==> config.mk <==
export PLATFORM = sky130hd
export DESIGN_NAME = buzz_tone_detector_flat
export DESIGN_NICKNAME = d
export VERILOG_FILES = /design/src/rtl/buzz_tone_detector_if.sv /design/src/rtl/buzz_tone_detector.sv /design/src/flat_wrapper.sv
export SDC_FILE = /design/constraint.sdc
export NUM_CORES = 1
export LEC_CHECK = 0
export BUFFER_PORTS_ARGS = -buffer_cell sky130_fd_sc_hd__clkbuf_2
export CAP_MARGIN = 30
export CORE_MARGIN = 2
export CORE_UTILIZATION = 64
export DETAILED_ROUTE_END_ITERATION = 12
export GPL_TIMING_DRIVEN = 1
export PLACE_DENSITY = 0.83
export RECOVER_POWER = 50
export SYNTH_ARGS = -nofsm -noshare
export SYNTH_HDL_FRONTEND = slang
export SYNTH_SLANG_ARGS = --single-unit
==> constraint.sdc <==
create_clock -name clk -period 5.2 [get_ports clk]
set_clock_uncertainty 0.15 [all_clocks]
set_input_delay 0.26 -clock clk [delete_from_list [all_inputs] [get_ports clk]]
set_output_delay 0.26 -clock clk [all_outputs]
set_load 0.005 [all_outputs]
==> src/rtl/buzz_tone_detector_if.sv <==
// Tone detector bus: the tone line in, the measured period and the note status out.
// Latency: none, wires only.
// Backpressure: none; the detector drives pulses and levels, the listener samples them.
interface buzz_tone_detector_if #(
    parameter int PW = 24
);
    logic          tone_in;
    logic [PW-1:0] period;
    logic          period_vld;
    logic [2:0]    note;
    logic          note_vld;
    logic          tone_change;
    logic          silent;

    // Side that supplies the tone and observes the result (player / checker).
    modport master (
        output tone_in,
        input  period, period_vld, note, note_vld, tone_change, silent
    );

    // Side that holds the detector.
    modport slave (
        input  tone_in,
        output period, period_vld, note, note_vld, tone_change, silent
    );
endinterface

==> src/rtl/buzz_tone_detector.sv <==
// Tone detector: measures the rise-to-rise period of tone_in, classifies it as C4..C5, reports silence and a debounced note.
// Latency: tone_in rise -> period_vld in 3-4 clk; period_vld -> note/note_vld/tone_change in 1 clk.
// Backpressure: none; period_vld/tone_change are single-cycle pulses that the listener must sample.
// Optional TONE_AVG_EN: period and classification use the mean of the last 4 accepted periods.
module buzz_tone_detector #(
    parameter int CLK_HZ      = 50000000,
    parameter int PW          = 24,
    parameter int MIN_PERIOD  = 100,
    parameter int TIMEOUT_CYC = CLK_HZ / 50,
    parameter int STABLE_CNT  = 3
) (
    input logic                 clk,
    input logic                 rst_n,
    buzz_tone_detector_if.slave bus
);
    typedef logic [PW-1:0] per_t;

    localparam int MW = $clog2(STABLE_CNT + 1);

    // Nominal periods, C4 (longest) .. C5 (shortest).
    localparam int P0 = CLK_HZ / 262;
    localparam int P1 = CLK_HZ / 294;
    localparam int P2 = CLK_HZ / 330;
    localparam int P3 = CLK_HZ / 349;
    localparam int P4 = CLK_HZ / 392;
    localparam int P5 = CLK_HZ / 440;
    localparam int P6 = CLK_HZ / 494;
    localparam int P7 = CLK_HZ / 523;

    // Band edges between neighbouring notes; a period equal to an edge belongs to the lower index.
    localparam per_t B0    = per_t'((P0 + P1) / 2);
    localparam per_t B1    = per_t'((P1 + P2) / 2);
    localparam per_t B2    = per_t'((P2 + P3) / 2);
    localparam per_t B3    = per_t'((P3 + P4) / 2);
    localparam per_t B4    = per_t'((P4 + P5) / 2);
    localparam per_t B5    = per_t'((P5 + P6) / 2);
    localparam per_t B6    = per_t'((P6 + P7) / 2);
    localparam per_t UPPER = per_t'(P0 + (P0 - P1) / 2);
    localparam per_t LOWER = per_t'(P7 - (P6 - P7) / 2);

    localparam per_t          TMO    = per_t'(TIMEOUT_CYC);
    localparam per_t          MINP   = per_t'(MIN_PERIOD);
    localparam logic [MW-1:0] STABLE = MW'(STABLE_CNT);

    typedef enum logic [1:0] {IDLE, ARMED, TRACK} state_t;

    state_t        state;
    logic          s1, s2, s3;
    logic          rise;
    per_t          cnt;
    per_t          cnt_inc;
    logic          accepted;
    logic          timeout;
    per_t          period_q;
    logic          period_vld_q;
    logic          silent_q;
    logic [2:0]    note_q;
    logic          note_vld_q;
    logic          tone_change_q;
    logic [MW-1:0] match;
    logic [MW-1:0] match_nx;
    logic [2:0]    cls;
    logic [2:0]    prev_cls;
    logic          cls_valid;

`ifdef TONE_AVG_EN
    per_t          hist [3];
    logic [1:0]    hcnt;
    logic [PW+1:0] sum4;

    assign sum4 = {2'b00, hist[0]} + {2'b00, hist[1]} + {2'b00, hist[2]} + {2'b00, cnt_inc};
`endif

    assign rise     = s2 & ~s3;
    assign cnt_inc  = cnt + 1'b1;
    // In IDLE any rise starts a measurement; otherwise rises too close to the last edge are glitches.
    assign accepted = rise && ((state == IDLE) || (cnt_inc >= MINP));
    assign timeout  = (state != IDLE) && (cnt == TMO);

    // Two-stage synchronizer plus one delay stage for edge detection.
    always_ff @(posedge clk or negedge rst_n) begin
        if (!rst_n) begin
            s1 <= 1'b0;
            s2 <= 1'b0;
            s3 <= 1'b0;
        end else begin
            s1 <= bus.tone_in;
            s2 <= s1;
            s3 <= s2;
        end
    end

    // Cycles since the last accepted rise, saturating at the silence timeout.
    always_ff @(posedge clk or negedge rst_n) begin
        if (!rst_n) begin
            cnt <= '0;
        end else if (accepted) begin
            cnt <= '0;
        end else if (cnt != TMO) begin
            cnt <= cnt_inc;
        end
    end

    // Measurement FSM: arm on the first edge, publish a period on each following edge, fall back to IDLE on timeout.
    always_ff @(posedge clk or negedge rst_n) begin
        if (!rst_n) begin
            state        <= IDLE;
            period_q     <= '0;
            period_vld_q <= 1'b0;
            silent_q     <= 1'b1;
`ifdef TONE_AVG_EN
            hist[0]      <= '0;
            hist[1]      <= '0;
            hist[2]      <= '0;
            hcnt         <= '0;
`endif
        end else begin
            period_vld_q <= 1'b0;
            if (timeout) begin
                state    <= IDLE;
                silent_q <= 1'b1;
`ifdef TONE_AVG_EN
                hcnt     <= '0;
`endif
            end else if (accepted) begin
                case (state)
                    IDLE: begin
                        state <= ARMED;
                    end
                    default: begin
                        state    <= TRACK;
                        silent_q <= 1'b0;
`ifdef TONE_AVG_EN
                        hist[0] <= cnt_inc;
                        hist[1] <= hist[0];
                        hist[2] <= hist[1];
                        if (hcnt != 2'd3) begin
                            hcnt <= hcnt + 1'b1;
                        end else begin
                            period_q     <= sum4[PW+1:2];
                            period_vld_q <= 1'b1;
                        end
`else
                        period_q     <= cnt_inc;
                        period_vld_q <= 1'b1;
`endif
                    end
                endcase
            end
        end
    end

    // Map the current period onto a note band, or flag it as out of range.
    always_comb begin
        cls_valid = 1'b1;
        cls       = 3'd0;
        if ((period_q > UPPER) || (period_q < LOWER)) cls_valid = 1'b0;
        else if (period_q >= B0) cls = 3'd0;
        else if (period_q >= B1) cls = 3'd1;
        else if (period_q >= B2) cls = 3'd2;
        else if (period_q >= B3) cls = 3'd3;
        else if (period_q >= B4) cls = 3'd4;
        else if (period_q >= B5) cls = 3'd5;
        else if (period_q >= B6) cls = 3'd6;
        else cls = 3'd7;
    end

    // Agreement count after this classification: grows on a repeat, restarts at 1 on a new class.
    always_comb begin
        match_nx = MW'(1);
        if (cls == prev_cls) begin
            match_nx = (match == STABLE) ? match : match + 1'b1;
        end
    end

    // Stability filter: lock a note after enough identical classifications, drop it at once on an invalid period.
    always_ff @(posedge clk or negedge rst_n) begin
        if (!rst_n) begin
            note_q        <= 3'd0;
            note_vld_q    <= 1'b0;
            tone_change_q <= 1'b0;
            match         <= '0;
            prev_cls      <= 3'd0;
        end else begin
            tone_change_q <= 1'b0;
            if (timeout) begin
                note_vld_q <= 1'b0;
                match      <= '0;
            end else if (period_vld_q) begin
                if (!cls_valid) begin
                    note_vld_q <= 1'b0;
                    match      <= '0;
                end else begin
                    match    <= match_nx;
                    prev_cls <= cls;
                    if ((match_nx == STABLE) && (!note_vld_q || (cls != note_q))) begin
                        note_q        <= cls;
                        note_vld_q    <= 1'b1;
                        tone_change_q <= 1'b1;
                    end
                end
            end
        end
    end

    assign bus.period      = period_q;
    assign bus.period_vld  = period_vld_q;
    assign bus.note        = note_q;
    assign bus.note_vld    = note_vld_q;
    assign bus.tone_change = tone_change_q;
    assign bus.silent      = silent_q;
endmodule

==> src/flat_wrapper.sv <==
// flat-port wrapper written by rule: the top's interface ports become plain ports
module buzz_tone_detector_flat 
#(
    parameter int CLK_HZ      = 50000000,
    parameter int PW          = 24,
    parameter int MIN_PERIOD  = 100,
    parameter int TIMEOUT_CYC = CLK_HZ / 50,
    parameter int STABLE_CNT  = 3
)
  (clk, rst_n, bus_tone_in, bus_period, bus_period_vld, bus_note, bus_note_vld, bus_tone_change, bus_silent);
  buzz_tone_detector_if #(.PW(PW)) bus_i ();
  input logic clk;
  input logic rst_n;
  input wire logic [$bits(bus_i.tone_in)-1:0] bus_tone_in;
  output wire logic [$bits(bus_i.period)-1:0] bus_period;
  output wire logic [$bits(bus_i.period_vld)-1:0] bus_period_vld;
  output wire logic [$bits(bus_i.note)-1:0] bus_note;
  output wire logic [$bits(bus_i.note_vld)-1:0] bus_note_vld;
  output wire logic [$bits(bus_i.tone_change)-1:0] bus_tone_change;
  output wire logic [$bits(bus_i.silent)-1:0] bus_silent;
  assign bus_i.tone_in = bus_tone_in;
  assign bus_period = bus_i.period;
  assign bus_period_vld = bus_i.period_vld;
  assign bus_note = bus_i.note;
  assign bus_note_vld = bus_i.note_vld;
  assign bus_tone_change = bus_i.tone_change;
  assign bus_silent = bus_i.silent;
  buzz_tone_detector #(.CLK_HZ(CLK_HZ), .PW(PW), .MIN_PERIOD(MIN_PERIOD), .TIMEOUT_CYC(TIMEOUT_CYC), .STABLE_CNT(STABLE_CNT)) u_core (.clk(clk), .rst_n(rst_n), .bus(bus_i));
endmodule
# Word level (Yosys, flattened, before mapping)
# Cells that the tools add are included.
# word_totals
register_bits,65
in_bits,3
output_inout_bits,31
elab_cells,87
# classes
addsub,2
magnitude_cmp,10
n_eq_ne,7
n_mux,32
bitwise,5
n_reduce_logical,18
# ops
cell,n
$ge A24 B18 Y1 const B,4
$ge A24 B17 Y1 const B,3
$mux W24,2
$add A24 B1 Y24 const B,1
$eq A24 B20 Y1 const B,1
$ge A24 B7 Y1 const B,1
$gt A24 B18 Y1 const B,1
$lt A24 B17 Y1 const B,1
$ne A24 B20 Y1 const B,1
$mux W3,7
$mux W2,8
$mux W1,15
$reduce_bool A2 Y1,4
$reduce_and A3 Y1,2
$eq A2 B2 Y1 const B,2
$not A1 Y1,4
$reduce_and A2 Y1,2
$reduce_and A4 Y1,1
$eq A3 B3 Y1,1
$logic_and A1 B1 Y1,3
$logic_or A1 B1 Y1,3
$ne A3 B3 Y1,1
$reduce_bool A3 Y1,1
$add A2 B1 Y2 const B,1
4 further kinds,4

# Depth between registers and ports, before layout
# Gate-level depths: netlist (run 1).
# logic_depth
word_depth,17
depth_mapped,13
mapped_depth_nobuf,10

# Worst setup path after synthesis (run 1)
# Ideal clock, no wire load.
# synth_path
path_type,reg2reg
from,register u_core.cnt[1]
to,"register u_core.period_q[14], in the netlist u_core.bus.period[14]"
setup_time_ns,0.128
arrival_time_ns,3.049
t_required_ns,4.922
setup_slack_ns,1.873
path_stages_with_launch,13
n_path_buf,2
period_less_slack_ns,3.327
cell_sequence,dfrtp_1 > ha_1 > nand3_1 > nor3_1 > nand3_1 > xor2_1 > nor3b_1 > nand4b_1 > o41a_1 > nor3b_1 > buf_2 > buf_2 > mux2_1
# synth_between
elab_chain_len,5
elab_cells_between_ends,8
classes_between,add/sub (1); order compare (1); eq/ne (1); bitwise (1); reduce/logical (4)
# synth_rtl
item,line_no,rtl
"start, declared",buzz_tone_detector.sv:50,per_t cnt;
"start signal, assigned",buzz_tone_detector.sv:100,cnt <= cnt_inc;
$add A24 B1 Y24,buzz_tone_detector.sv:75,assign cnt_inc = cnt + 1'b1;
$ge A24 B7 Y1,buzz_tone_detector.sv:77,assign accepted = rise && ((state == IDLE) || (cnt_inc >= MINP));
$logic_or A1 B1 Y1,buzz_tone_detector.sv:77,
$logic_and A1 B1 Y1,buzz_tone_detector.sv:77,
$reduce_and A3 Y1 (no line),-,
"end signal, assigned",buzz_tone_detector.sv:144,period_q <= cnt_inc;
"end, declared",buzz_tone_detector.sv:54,per_t period_q;
# Several ways; a longest one is shown, not always the timed one.
# A chain may end at the register's enable or synchronous reset.

# Final worst setup path (run 1)
# layout_path
from,register u_core.cnt[1]
to,"register u_core.period_q[11], in the netlist u_core.bus.period[11]"
# The elaborated chain is that of the path after synthesis.

==> parameters.txt, run 1 <==
Parameter                              Value

Clocking
  Clock Sink Count ... 65
  Clk pin slew, worst setup/hold paths ... 0.08 ns
  Clock tree from TritonCTS ... yes
  Setup Buffers After CTS ... 0
  Clock latency reported for the late side of the worst-skew pair ... 0.35 ns
  Number of buffers created by CTS ... 9
  Clock root buffer master ... clkbuf_8
  CTS H-Tree Depth ... 3
  Number of buffers between clock root and the deepest sink ... 2

Flow run
  Max Cap Violations ... 1

Power
  Leakage power summed over all cells ... 0.00193 µW
  Register share of total power ... about half
  Clock network fraction of design power ... 32.2%
  Switching Power ... 457 µW
  Internal ... 906 µW
  Max rail drop VDD ... roughly 230 µV
  Sw Share ... 33.5%
  Power density over the cells ... 330 nW/µm²
  Power share of the combinational group ... 19.6%

Floorplanning
  Top-Level Pins ... 34
  Starting density of the core ... 66.9%
  Die outline area ... 6450 µm²
  Area of the core region ... roughly 5600 µm²
  Vertical die dimension ... 80.3 µm
  Die Span X ... 80.3 µm
  Std-Cell Rows ... 27

Detailed routing
  Number of DRC violations after detailed routing ... 0
  WL per Instance ... 18.0 µm
  Via count of the routed design ... 3,128
  First-pass iteration count of the detailed router ... 5
  DRT iter0 DRCs ... 318
  Total Wirelength ... 8780 µm
  Post-detailed-route count of antenna-violating nets ... 0
  Ratio of routed vias to standard cells ... 6.41

Synthesis
  Post-synthesis cell type count ... 65
  Largest cells by area after synthesis ... dfrtp_1 43%, mux2_2 4.5%, nor2_1 4.1%
  #FFs+latches synth ... 65
  Netlist Area Pre-Place ... 3730 µm²
  Number of instances in the synthesized netlist ... 383
  Sequential area share after synthesis ... a little over two fifths
  Number of warnings printed during yosys synthesis ... 0
  Commonest cells in the synthesized netlist ... 64 x dfrtp_1, 41 x nor2_1, 22 x nand2_1
  Cell accounting for the most synthesized area ... dfrtp_1
  Number of synthesized flops with an enable pin ... 0
  Asr flop ratio synth ... 100%
  Mean area per synthesized cell ... 9.73 µm²
  Net Count, Synth ... 388
  Area share of the largest cell type after synthesis ... between 40 and 50%
  Dominant cell by count in the synthesized netlist ... dfrtp_1
  Main flop type after synthesis ... dfrtp_1

Critical path
  Critical Path AT ... 4.50 ns
  Endpoint type of the worst setup path ... flip-flop
  CP Capture Point ... u_core.bus.period[11]
  Critical Path Max Stage Delay ... 0.71 ns
  Data required, critical path ... 5.28 ns
  Start of the worst register-to-register path ... u_core.cnt[1]
  Critical path's most frequent cell ... nand3_1
  R2R Setup Slk ... 0.78 ns
  Capturing point of the worst reg2reg path ... u_core.bus.period[11]
  Peak fanout along the critical path ... 21
  Type of the worst setup path ... flip-flop to flip-flop
  Type of origin of the critical path ... flip-flop
  Depth of the most critical reg-to-reg path ... 11
  Sequence of cells on the critical path ... ha_1, nand3_1, nor3_1, nand3_1, xor2_1, nor3b_1, nand4b_1, o41a_1, nor3b_2, buf_12, mux2_2
  Start point of the critical path ... u_core.cnt[1]
  Cell at the slowest stage of the critical path ... nor3b_2

Finish
  Synth-to-Final Area Change ... 10.8%
  Core utilization of the finished layout ... 74.1%
  Fraction of final layout cells with drive strength greater than 1 ... between 10% and 20%
  Post-layout nets ... roughly 420
  Antenna diode count ... 0

Timing
  Number of hold violations in the final report ... 0
  Maximum clock rate ... 226 MHz
  Setup TNS ... 0 ns
  Total count of max-transition violations in the final report ... 66
  Transition at the pin with the smallest max-transition slack ... 3.41 ns
  Shortest clock period the worst path allows after layout ... 4.42 ns
  Setup Viol. Count Final ... 0
  Max-slew headroom ... -127%
  RSZ-0062 raised after global routing ... false
  Crit share post-route ... 85.0%

Hold path
  Tightest Hold Check Type ... flip-flop to flip-flop

Status
  Run status ... finished, violations left
  Violated checks ... max-capacitance violations, max-slew violations

Global route
  Global-route wire length before repair ... 14,500 µm
  Vias in the first global route ... slightly below 3,000
  Global routing usage summed across all routing layers ... 29.6%
  Largest net degree at the start of global routing ... 66
  Remaining global-route overflow ... 0
  Initial antenna violation count ... 0

Placed design
  HPWL after detailed placement ... around 6000 µm
  RePlAce Congestion ... 0.952
  Number of buffers added on ports ... 33
stage by stage:
| step | setup WS, ns | hold WS [ns] | power [µW] | instance area (µm²) | std cells |
|---|---|---|---|---|---|
| floorplan | 1.87 | -0.186 | 816 | 3730 | 383 |
| global placement | 1.15 | 0.182 | 906 | 3920 | 470 |
| detailed placement | 0.882 | 0.191 | 921 | 3920 | 470 |
| CTS | 0.836 | 0.207 | 1360 | 4150 | 488 |
| global route | 0.512 | 0.211 | 1430 | 4130 | 488 |
| finish | 0.779 | 0.204 | 1360 | 4130 | 488 |
worst min-delay path by stage:
| stage | start | slack [ns] | cells past startpoint | to |
|---|---|---|---|---|
| after floorplan | rst_n | -0.19 | 0 | u_core.bus.note[0] |
| after detailed placement | u_core.s1 | 0.19 | 0 | u_core.s2 |
| after global routing | u_core.s1 | 0.21 | 0 | u_core.s2 |
| final | u_core.s1 | 0.20 | 0 | u_core.s2 |
| after CTS | u_core.s1 | 0.21 | 0 | u_core.s2 |
| after global placement | u_core.s1 | 0.18 | 0 | u_core.s2 |
power by group through the flow:
stage	clock network, µW	registers [µW]	logic (µW)
after global placement	0	654	252
after detailed placement	0	660	261
after CTS	439	652	269
after floorplan	0	624	192
after global routing	464	666	296
final	440	657	267
critical path, delay by kind of cell, from the launching register on:
kind	cells	cell delay, ns
and+or+nand+nor	6	1.93
adders and majority gates	1	0.28
buffers and inverters	1	0.26
DFF	1	0.43
muxes	1	0.37
AOI/OAI and AO/OA	1	0.70
xor gates and xnor gates	1	0.20
per-layer routing:
layer  global-route usage, %  vias to the layer above  wire length [µm]
met1                    45.0                     1516              4100
met5                       0                        -                 0
met2                    41.0                      149              3860
met4                    14.1                        0               249
li1                        -                     1438                 -
met3                    4.83                       25               564
sequential cells by signal, summed over array words and instances, names as in the netlist:
register,flops
u_core.s1,1
u_core.bus.note,3
u_core.s2,1
u_core.bus.silent,1
u_core.state,2
u_core.cnt,24
u_core.bus.period,24
u_core.match,2
u_core.prev_cls,3
u_core.bus.note_vld,1
u_core.bus.period_vld,1
u_core.bus.tone_change,1
u_core.s3,1
area by class of cell:
| class | instances | area, µm² |
|---|---|---|
| inverters | 18 | 67.6 |
| clock buffers | 10 | 138 |
| well taps | 72 | 90.1 |
| repair buffers | 37 | 196 |
| flip-flops and latches | 65 | 1630 |
| fillers | 416 | 1450 |
| multi-input cells | 280 | 1940 |
| clock inverters | 6 | 67.6 |
what timing repair did:
| item | CTS | global route |
|---|---|---|
| resized for setup | 0 | 0 |
| endpoints found under the hold margin | 65 | 0 |
| hold buffers | 2 | 0 |
cell usage in the layout, fill, tap and decap left out, types with 11 or more instances in the layout:
| master | synthesis | layout |
|---|---|---|
| mux2_2 | 15 | 15 |
| inv_1 | 18 | 18 |
| nor2b_1 | 16 | 16 |
| nand3_1 | 17 | 17 |
| xnor2_1 | 12 | 12 |
| dfrtp_1 | 64 | 64 |
| xor2_1 | 16 | 16 |
| mux2i_1 | 11 | 11 |
| nand2_1 | 22 | 22 |
| nor3_1 | 12 | 12 |
| a21oi_1 | 13 | 13 |
| clkbuf_2 | 0 | 22 |
| nor2_1 | 41 | 41 |
cells by family after synthesis:
kind of cell,Yosys count,share of synthesized area (%)
adders and majority gates,2,0.671
xor gates and xnor gates,28,6.58
AOI/OAI and AO/OA,62,12.0
muxes,33,9.70
DFF,65,43.7
buffers and inverters,38,4.36
and+or+nand+nor,155,23.0
(Power assumes the default switching activity.)
==> run 2, diff against run 1 <==
--- a/config.mk
+++ b/config.mk
@@ -7,11 +7,12 @@
 export LEC_CHECK = 0
 export BUFFER_PORTS_ARGS = -buffer_cell sky130_fd_sc_hd__clkbuf_2
 export CAP_MARGIN = 30
+export CORE_ASPECT_RATIO = 1.25
 export CORE_MARGIN = 2
-export CORE_UTILIZATION = 64
+export CORE_UTILIZATION = 60
 export DETAILED_ROUTE_END_ITERATION = 12
 export GPL_TIMING_DRIVEN = 1
-export PLACE_DENSITY = 0.83
+export PLACE_DENSITY = 0.78
 export RECOVER_POWER = 50
 export SYNTH_ARGS = -nofsm -noshare
 export SYNTH_HDL_FRONTEND = slang
==> constraint.sdc (replaced) <==
create_clock -name clk -period 4.45 [get_ports clk]
set_clock_uncertainty 0.15 [all_clocks]
set_input_delay 0.2225 -clock clk [delete_from_list [all_inputs] [get_ports clk]]
set_output_delay 0.2225 -clock clk [all_outputs]
set_load 0.005 [all_outputs]
==> run 2 against run 1 <==
Net effect:
- the flow still finishes with violations (max-capacitance violations, max-slew violations)
- combinational power increased by 15%
- final cell count is 3.3% higher
- sequential cell count unchanged
- critical path depth decreased by 1
- register-to-register slack worse by 0.06 ns
- maximum frequency grew 19%
- clock power rose by 27%
- largest cell class unchanged
- die area rose by 6.4%
==> parameters.txt, run 2 (synthesis gave the netlist of run 1 again) <==
Parameter                              Value

Global route
  Global routing usage summed across all routing layers ... 26.6%
  Remaining global-route overflow ... 0
  Largest net degree at the start of global routing ... 66
  Initial antenna violation count ... 0
  Global-route wire length before repair ... 14,100 µm
  Vias in the first global route ... 3,022

Timing
  Worst hold margin ... 0.211 ns
  RSZ-0062 raised after global routing ... false
  Min setup slack post-route ... 0.721 ns
  Number of hold violations in the final report ... 0
  Shortest clock period the worst path allows after layout ... 3.73 ns
  Maximum clock rate ... 268 MHz
  Max-slew headroom ... -1.52%
  Crit share post-route ... 83.8%
  Total count of max-transition violations in the final report ... 66
  Setup TNS ... 0 ns
  Setup Viol. Count Final ... 0
  Transition at the pin with the smallest max-transition slack ... 1.52 ns

Status
  Run status ... finished, violations left
  Violated checks ... max-capacitance violations, max-slew violations

Finish
  Cell area after layout ... 4180 µm²
  Multi-input logic area ... 1940 µm²
  Post-layout nets ... 419
  Highest-count cells in the layout ignoring fill and taps ... 64 x dfrtp_1, 41 x nor2_1, 26 x clkbuf_2
  Fill count ... around 500
  Most frequent standard cell in the layout excluding fill and tap cells ... dfrtp_1
  Fraction of final layout cells with drive strength greater than 1 ... 19.1%
  Register area ... approximately 1600 µm²
  Antenna diode count ... 0
  Synth-to-Final Area Change ... 12.2%

Clocking
  Setup Buffers After CTS ... 0
  Clock tree from TritonCTS ... yes
  CTS H-Tree Depth ... 3
  Clock Sink Count ... 65
  Clk pin slew, worst setup/hold paths ... around 0.08 ns
  Number of buffers created by CTS ... 9
  Number of buffers between clock root and the deepest sink ... 2
  Clock root buffer master ... clkbuf_8
  Clock latency reported for the late side of the worst-skew pair ... 0.35 ns

Critical path
  Peak fanout along the critical path ... 20
  Capturing point of the worst reg2reg path ... u_core.bus.period[9]
  Critical Path Max Stage Delay ... 0.50 ns
  Start of the worst register-to-register path ... u_core.cnt[7]
  Sequence of cells on the critical path ... nand3_1, nor4_4, and2_0, xnor2_1, nor4b_1, nand4b_1, o41a_1, nor3b_2, buf_4, mux2_1
  Type of the worst setup path ... flip-flop to flip-flop
  Depth of the most critical reg-to-reg path ... 10
  Endpoint type of the worst setup path ... flip-flop
  CP Capture Point ... u_core.bus.period[9]
  Cell at the slowest stage of the critical path ... dfrtp_1
  Type of origin of the critical path ... flip-flop
  R2R Setup Slk ... 0.72 ns
  Start point of the critical path ... u_core.cnt[7]
  Data required, critical path ... about 4.5 ns
  Critical Path AT ... 3.80 ns

Flow run
  Max Cap Violations ... 1

Detailed routing
  First-pass iteration count of the detailed router ... 5
  Total Wirelength ... 8350 µm
  Via count of the routed design ... 3,077
  Number of DRC violations after detailed routing ... 0
  DRT iter0 DRCs ... 212
  Ratio of routed vias to standard cells ... 6.11
  Post-detailed-route count of antenna-violating nets ... 0
  WL per Instance ... 16.6 µm

Placed design
  RePlAce Congestion ... ~0.95
  Dpl cell area ... 3950 µm²
  Worst slack at placement ... 0.752 ns
  Number of buffers added on ports ... 33
  HPWL after detailed placement ... between 6000 and 7000 µm

Hold path
  Tightest Hold Check Type ... flip-flop to flip-flop

Power
  Clock network fraction of design power ... 34.4%
  Sw Share ... 31.4%
  Total power after layout ... 1630 µW
  Internal ... 1120 µW
  Register share of total power ... 46.8%
  Power share of the combinational group ... 18.8%
  Leakage power summed over all cells ... just under 0.002 µW
  Max rail drop VDD ... between 200 and 300 µV
  Power density over the cells ... 390 nW/µm²
  Switching Power ... 513 µW

Floorplanning
  Starting density of the core ... 61.2%
  Vertical die dimension ... roughly 90 µm
  Area of the core region ... around 6000 µm²
  Std-Cell Rows ... 32
  Die Span X ... 74.5 µm
  Die outline area ... 6860 µm²
  Top-Level Pins ... 34
-- run 2: how the worst min path moves through the flow --
stage                     cells after the start        start                 end
after floorplan                               0        rst_n  u_core.bus.note[0]
after CTS                                     0    u_core.s1           u_core.s2
after global routing                          0    u_core.s1           u_core.s2
after detailed placement                      1  bus_tone_in           u_core.s1
after global placement                        1  bus_tone_in           u_core.s1
final                                         0    u_core.s1           u_core.s2
-- run 2: power by group through the flow --
stage / clock, µW / combinational (µW) / sequential [µW]
after CTS: 568 / 308 / 759
after detailed placement: 0 / 306 / 769
after global placement: 0 / 298 / 766
after floorplan: 0 / 224 / 729
final: 561 / 306 / 763
after global routing: 597 / 349 / 773
-- run 2: per-layer routing --
metal / wire, µm / share of wire (%) / GRT usage (%)
met3: 485 / 5.8 / 5.38
met1: 3390 / 41 / 33.5
met4: 232 / 2.8 / 11.6
met2: 4240 / 51 / 43.6
met5: 0 / 0 / 0
-- run 2: what timing repair did --
action,4_1_cts,5_1_grt
hold buffers,2,0
gates resized for setup,0,0
endpoints found under the hold margin,65,0
-- run 2: final cells by class --
type	count	area share, %
multi-input cells	280	46.4
flip-flops and latches	65	38.9
repair buffers	40	5.06
clock buffers	10	3.29
well taps	85	2.54
clock inverters	6	2.15
inverters	18	1.62
-- run 2: critical path, delay by kind of cell (launching register included) --
family	cells	cell delay, ns
AND/OR/NAND/NOR	6	1.66
XOR/XNOR	1	0.25
flip-flops	1	0.50
AO/OA/AOI/OAI	1	0.43
buffers and inverters	1	0.28
multiplexers	1	0.34
-- run 2: stage by stage --
stage / utilization, % / instances
floorplan: - / 383
global placement: 64.8 / 486
detailed placement: 64.8 / 486
CTS: 68.9 / 504
global route: 68.7 / 504
finish: 68.7 / 504
